$ cat config.mk
export PLATFORM = sky130hd
export DESIGN_NAME = rx_data_buffer
export DESIGN_NICKNAME = d
export VERILOG_FILES = /design/src/rtl/rx_data_buffer_pkg.sv /design/src/rtl/rx_data_buffer.sv
export SDC_FILE = /design/constraint.sdc
export NUM_CORES = 1
export LEC_CHECK = 0
export CAP_MARGIN = 25
export CORE_MARGIN = 10
export CORE_UTILIZATION = 68
export DETAILED_ROUTE_END_ITERATION = 16
export DONT_BUFFER_PORTS = 1
export PLACE_DENSITY_LB_ADDON = 0.08
export SLEW_MARGIN = 20
export SYNTH_ARGS = -nofsm -noshare
export SYNTH_HDL_FRONTEND = slang
export SYNTH_SLANG_ARGS = --single-unit
$ cat constraint.sdc
create_clock -name clk -period 7.2 [get_ports clk]
set_clock_uncertainty 0.1 [all_clocks]
set_input_delay 0.72 -clock clk [delete_from_list [all_inputs] [get_ports clk]]
set_output_delay 0.72 -clock clk [all_outputs]
set_load 0.005 [all_outputs]
$ cat src/rtl/rx_data_buffer_pkg.sv
`default_nettype none
// ============================================================================
// Module   : rx_data_buffer_pkg
// Brief    : Shared USB receive-path constants and types.
// Revision : 1.0 - initial release
// ============================================================================
package rx_data_buffer_pkg;

   localparam int RX_BUFFER_DEPTH = 64;

   typedef logic [7:0] rx_byte_t;

endpackage : rx_data_buffer_pkg
`default_nettype wire

$ cat src/rtl/rx_data_buffer.sv
`default_nettype none
// ============================================================================
// Module   : rx_data_buffer
// Brief    : Circular byte buffer between usb_rx and the bus-side reader.
// Revision : 1.0 - initial release
// ============================================================================
module rx_data_buffer
   import rx_data_buffer_pkg::*;
#(
   parameter int DEPTH = RX_BUFFER_DEPTH  // power of two, at least 2
) (
   input  logic                     clk,
   input  logic                     n_rst,
   input  logic                     store_rx_packet_data,
   input  rx_byte_t                 rx_packet_data,
   input  logic                     get_rx_data,
   input  logic                     flush,
   output rx_byte_t                 rx_data,
   output logic [$clog2(DEPTH):0]   buffer_occupancy,
   output logic                     overflow_err,
   output logic                     underflow_err
);

   localparam int                AW         = $clog2(DEPTH);
   localparam logic [AW:0]       C_FULL     = (AW + 1)'(DEPTH);
   localparam logic [AW:0]       C_OCC_ONE  = (AW + 1)'(1);
   localparam logic [AW-1:0]     C_PTR_ONE  = AW'(1);

   rx_byte_t          r_mem [DEPTH];
   logic [AW-1:0]     r_wptr;
   logic [AW-1:0]     r_rptr;
   logic [AW:0]       r_occ;
   rx_byte_t          r_rx_data;
   logic              r_ovf;
   logic              r_unf;

   logic              w_empty;
   logic              w_full;
   logic              w_rd_ok;
   logic              w_wr_ok;
   logic              w_wr_drop;
   logic              w_rd_empty;

   // A read only frees a slot when data is present, so an empty buffer never bypasses.
   assign w_empty    = (r_occ == '0);
   assign w_full     = (r_occ == C_FULL);
   assign w_rd_ok    = !flush && get_rx_data && !w_empty;
   assign w_wr_ok    = !flush && store_rx_packet_data && (!w_full || w_rd_ok);
   assign w_wr_drop  = !flush && store_rx_packet_data && !w_wr_ok;
   assign w_rd_empty = !flush && get_rx_data && w_empty;

   // Storage is deliberately left out of reset.
   always_ff @(posedge clk) begin
      if (w_wr_ok) begin
         r_mem[r_wptr] <= rx_packet_data;
      end
   end

   always_ff @(posedge clk or negedge n_rst) begin
      if (!n_rst) begin
         r_wptr    <= '0;
         r_rptr    <= '0;
         r_occ     <= '0;
         r_rx_data <= '0;
         r_ovf     <= 1'b0;
         r_unf     <= 1'b0;
      end else if (flush) begin
         r_wptr    <= '0;
         r_rptr    <= '0;
         r_occ     <= '0;
         r_ovf     <= 1'b0;
         r_unf     <= 1'b0;
      end else begin
         if (w_wr_ok) begin
            r_wptr <= r_wptr + C_PTR_ONE;
         end
         if (w_rd_ok) begin
            r_rx_data <= r_mem[r_rptr];
            r_rptr    <= r_rptr + C_PTR_ONE;
         end
         if (w_wr_ok && !w_rd_ok) begin
            r_occ <= r_occ + C_OCC_ONE;
         end else if (w_rd_ok && !w_wr_ok) begin
            r_occ <= r_occ - C_OCC_ONE;
         end
         if (w_wr_drop) begin
            r_ovf <= 1'b1;
         end
         if (w_rd_empty) begin
            r_unf <= 1'b1;
         end
      end
   end

   assign rx_data          = r_rx_data;
   assign buffer_occupancy = r_occ;
   assign overflow_err     = r_ovf;
   assign underflow_err    = r_unf;

endmodule : rx_data_buffer
`default_nettype wire

==> summary.txt <==
post-placement cell count: 1478
Critical R2R Capture: buffer_occupancy[6]$_DFFE_PN0P_
CP required: 7580 ps
status: finished, final reports clean
Area growth syn-to-layout: 8.914%
die extent in x: 197.4 um
Tmin final: 3699 ps
dpl hpwl: 26.74 mm
LEAKAGE: 7.198 nW
Core ar.: 0.03083 mm2
largest net degree at the start of global routing: 65
Crit path arrival time: 4080 ps
syn_area_per_cell: 18.91 um2
total design power: 6.876 mW
M1 GR Usage: 33.23%
setup violators final: 0
slowest cell on the critical path: or4_4
worst min-delay path category: in -> reg
num ports: 30
Final nets: 1160
crit path capture type: flip-flop
Mapped Cells: 1132
Final Hold Viols: 0
share of async-settable or async-resettable flops after synthesis: 5.360%
CTS tree: done
combinational power share: 10.8%
Post-route DRC: 0
initial DRC count: 1129
Pint: 5.252 mW
vias: 10516
total gr overflow: 0
vias per cell: 6.690
ys flop type: edfxtp_1
Clock power frac: 36.5%
Worst Reg-to-Reg Cells: 11
Layout Cells excl Fill: 1572
synthesis warning total: 0
postcts setup bufs: 0
final WL: 44.44 mm
ANT nets after route: 0
Net Switching: 1.623 mW
total negative slack: 0 ps
max-slew violations: 0
Critical Path, Cell by Cell: or4_4 -> o41ai_4 -> or3_2 -> inv_1 -> fa_1 -> nor2b_1 -> o31ai_1 -> a21oi_1 -> nor3b_1 -> a211o_1 -> a31oi_1
mapped cell area: 0.02141 mm2
initial core utilization: 69.44%
Max IR drop VDD: 0.1896 mV
HP Start: flush
H-Tree Depth: 2
first-pass GRT wire length: 67.29 mm
TritonCTS buffer count: 52
PwrDens: 294.9 mW/mm2
met3 Track Usage GR: 6.320%
busiest grt layer: met2
Yosys reg bits: 541
RSZ-0062 raised after global routing: false
Die Height: 197.4 um
CP max FO: 7
TritonRoute pass-1 iters: 5
CTS Sinks: 541
die area: 0.03898 mm2
FF-to-FF Start: buffer_occupancy[0]$_DFFE_PN0P_
layout cells sized above 1: 16.26%
DR WL/cell: 28.27 um
hold path cells: 1
hold endpoint: buffer_occupancy[0]$_DFFE_PN0P_
Max Cap Violations: 0
relative slew slack: 37.35%
clk_lat worst skew: 560 ps
Worst R2R Setup Slack: 3500 ps
number of port buffers: 0
Net Sw Frac: 23.61%
sequential share of the synthesized area: 75.21%
Critical Path Start Type: flip-flop
worst setup path class: reg -> reg
vias in the first global route: 10721
maximum clock frequency: 0.2703 GHz
placer congestion estimate: 0.8953
CTS Root Cell: clkbuf_16
Reg clk slew, reported paths: 60 ps
Cell variety after synth: 47
sequential share of power: 52.7%
CTS max path bufs: 3
GRT Total Usage: 23.24%
row count: 64
fin crit share: 51.38%
Synth Net Count: 1154
number of enable flip-flop cells after synthesis: 512
Largest stage delay, worst path: 600 ps
initial antenna violation count: 2
met2 Use GR: 35.06%
worst-margin pin slew: 939.8 ps
cell families after synthesis:
group	count (synthesis)	share of synthesized area (%)
AOI/OAI and AO/OA	109	3.519
xor gates and xnor gates	14	0.5728
adders and majority gates	9	0.5611
buffers and inverters	65	1.274
DFF	541	75.21
muxes	195	14.71
and+or+nand+nor	199	4.150
area by class of cell:
class                      count  area, um2
sequential                   541      16110
fill                        1705       7515
multi-input combinational    526       5034
clock buffer                  69       1396
tap                          396      495.5
clock inverter                22      157.7
timing repair buffer          11      97.59
inverter                       6      22.52
antenna                        1      2.502
synth_stat cells (all sizes together), types with 2 or more instances:
cell / instances / area [um2]
o21ai: 11 / 55.05
a31oi: 4 / 25.02
nor2b: 9 / 56.30
xor2: 5 / 43.79
or2: 2 / 12.51
nand2: 43 / 161.4
ha: 8 / 100.1
nor3: 3 / 15.01
nand3: 18 / 90.09
xnor2: 9 / 78.83
and2: 5 / 31.28
nand3b: 3 / 22.52
a22oi: 48 / 360.4
nor2: 99 / 379.1
inv: 6 / 22.52
or3b: 2 / 17.52
nor4: 3 / 18.77
mux2i: 93 / 930.9
dfrtp: 29 / 725.7
edfxtp: 512 / 15370
mux2: 7 / 78.83
buf: 37 / 166.4
nand2b: 4 / 25.02
nand4: 2 / 12.51
nor3b: 2 / 15.01
or3: 2 / 13.77
o41ai: 2 / 36.29
a21oi: 19 / 95.09
o22ai: 14 / 87.58
mux4: 95 / 2140
clkbuf: 22 / 83.83
o31ai: 4 / 30.03
stage by stage:
| step | setup WS (ps) | hold WS [ps] | instance area, um2 | utilization, % |
|---|---|---|---|---|
| 6_report | 3501 | 123.8 | 23310 | 75.63 |
| 2_1_floorplan | 3928 | 324.4 | 21410 | - |
| 5_1_grt | 3201 | 106.8 | 23310 | 75.62 |
| 3_5_place_dp | 3564 | 325.4 | 21730 | 70.48 |
| 3_3_place_gp | 3692 | 325.3 | 21730 | 70.48 |
| 4_1_cts | 3539 | 115.3 | 23310 | 75.62 |
worst max-delay path, delay by kind of cell, from the launching register on:
family                     cells  cell delay, ps
AOI/OAI and AO/OA              5            1390
and+or+nand+nor                4            1220
DFF                            1             460
adders and majority gates      1             380
buffers and inverters          1              70
worst max-delay path by stage:
stage | endpoint | slack, ps | from | cells after the start
floorplan | buffer_occupancy[6]$_DFFE_PN0P_ | 3930 | get_rx_data | 11
global placement | buffer_occupancy[6]$_DFFE_PN0P_ | 3690 | buffer_occupancy[0]$_DFFE_PN0P_ | 11
detailed placement | buffer_occupancy[6]$_DFFE_PN0P_ | 3560 | buffer_occupancy[0]$_DFFE_PN0P_ | 11
CTS | buffer_occupancy[6]$_DFFE_PN0P_ | 3540 | buffer_occupancy[0]$_DFFE_PN0P_ | 11
global route | buffer_occupancy[6]$_DFFE_PN0P_ | 3200 | buffer_occupancy[0]$_DFFE_PN0P_ | 11
finish | buffer_occupancy[6]$_DFFE_PN0P_ | 3500 | buffer_occupancy[0]$_DFFE_PN0P_ | 11
flip-flops by register name, summed over array words and instances (netlist names):
register / flops
overflow_err: 1
underflow_err: 1
r_rptr: 6
buffer_occupancy: 7
rx_data: 8
r_wptr: 6
r_mem: 512
metal layers:
| layer | vias up | part of all wire, % |
|---|---|---|
| met4 | 0 | 2.3 |
| met1 | 5404 | 41 |
| met3 | 80 | 9.5 |
| li1 | 4556 | - |
| met5 | - | 0 |
| met2 | 476 | 47 |
power by group through the flow:
stage	registers (mW)	clock network, mW	logic, mW
2_1_floorplan	3.60	0	0.594
3_3_place_gp	3.69	0	0.717
3_5_place_dp	3.69	0	0.729
4_1_cts	3.62	2.53	0.737
5_1_grt	3.64	2.67	0.797
6_report	3.63	2.51	0.740
what timing repair did:
item	CTS	global route
hold buffers	2	0
endpoints found under the hold margin	29	0
resized for setup	0	0
cells in the final DEF, fill, tap and decap left out, types with 5 or more instances in the layout:
cell type    n
clkbuf_1    15
inv_1        6
buf_4        9
clkinv_2     7
nor2_1      98
xor2_1       5
edfxtp_1   512
nand2_1     43
clkbuf_16   53
mux2_2       7
clkinv_1    10
nand3_1     18
o22ai_1     14
and2_1       5
xnor2_1      9
a21oi_1     19
nor2b_1      9
ha_1         8
a22oi_1     48
mux2i_1     93
o21ai_0     11
mux4_2      95
dfrtp_1     26
Note: power is estimated with default switching activity, not from simulation.
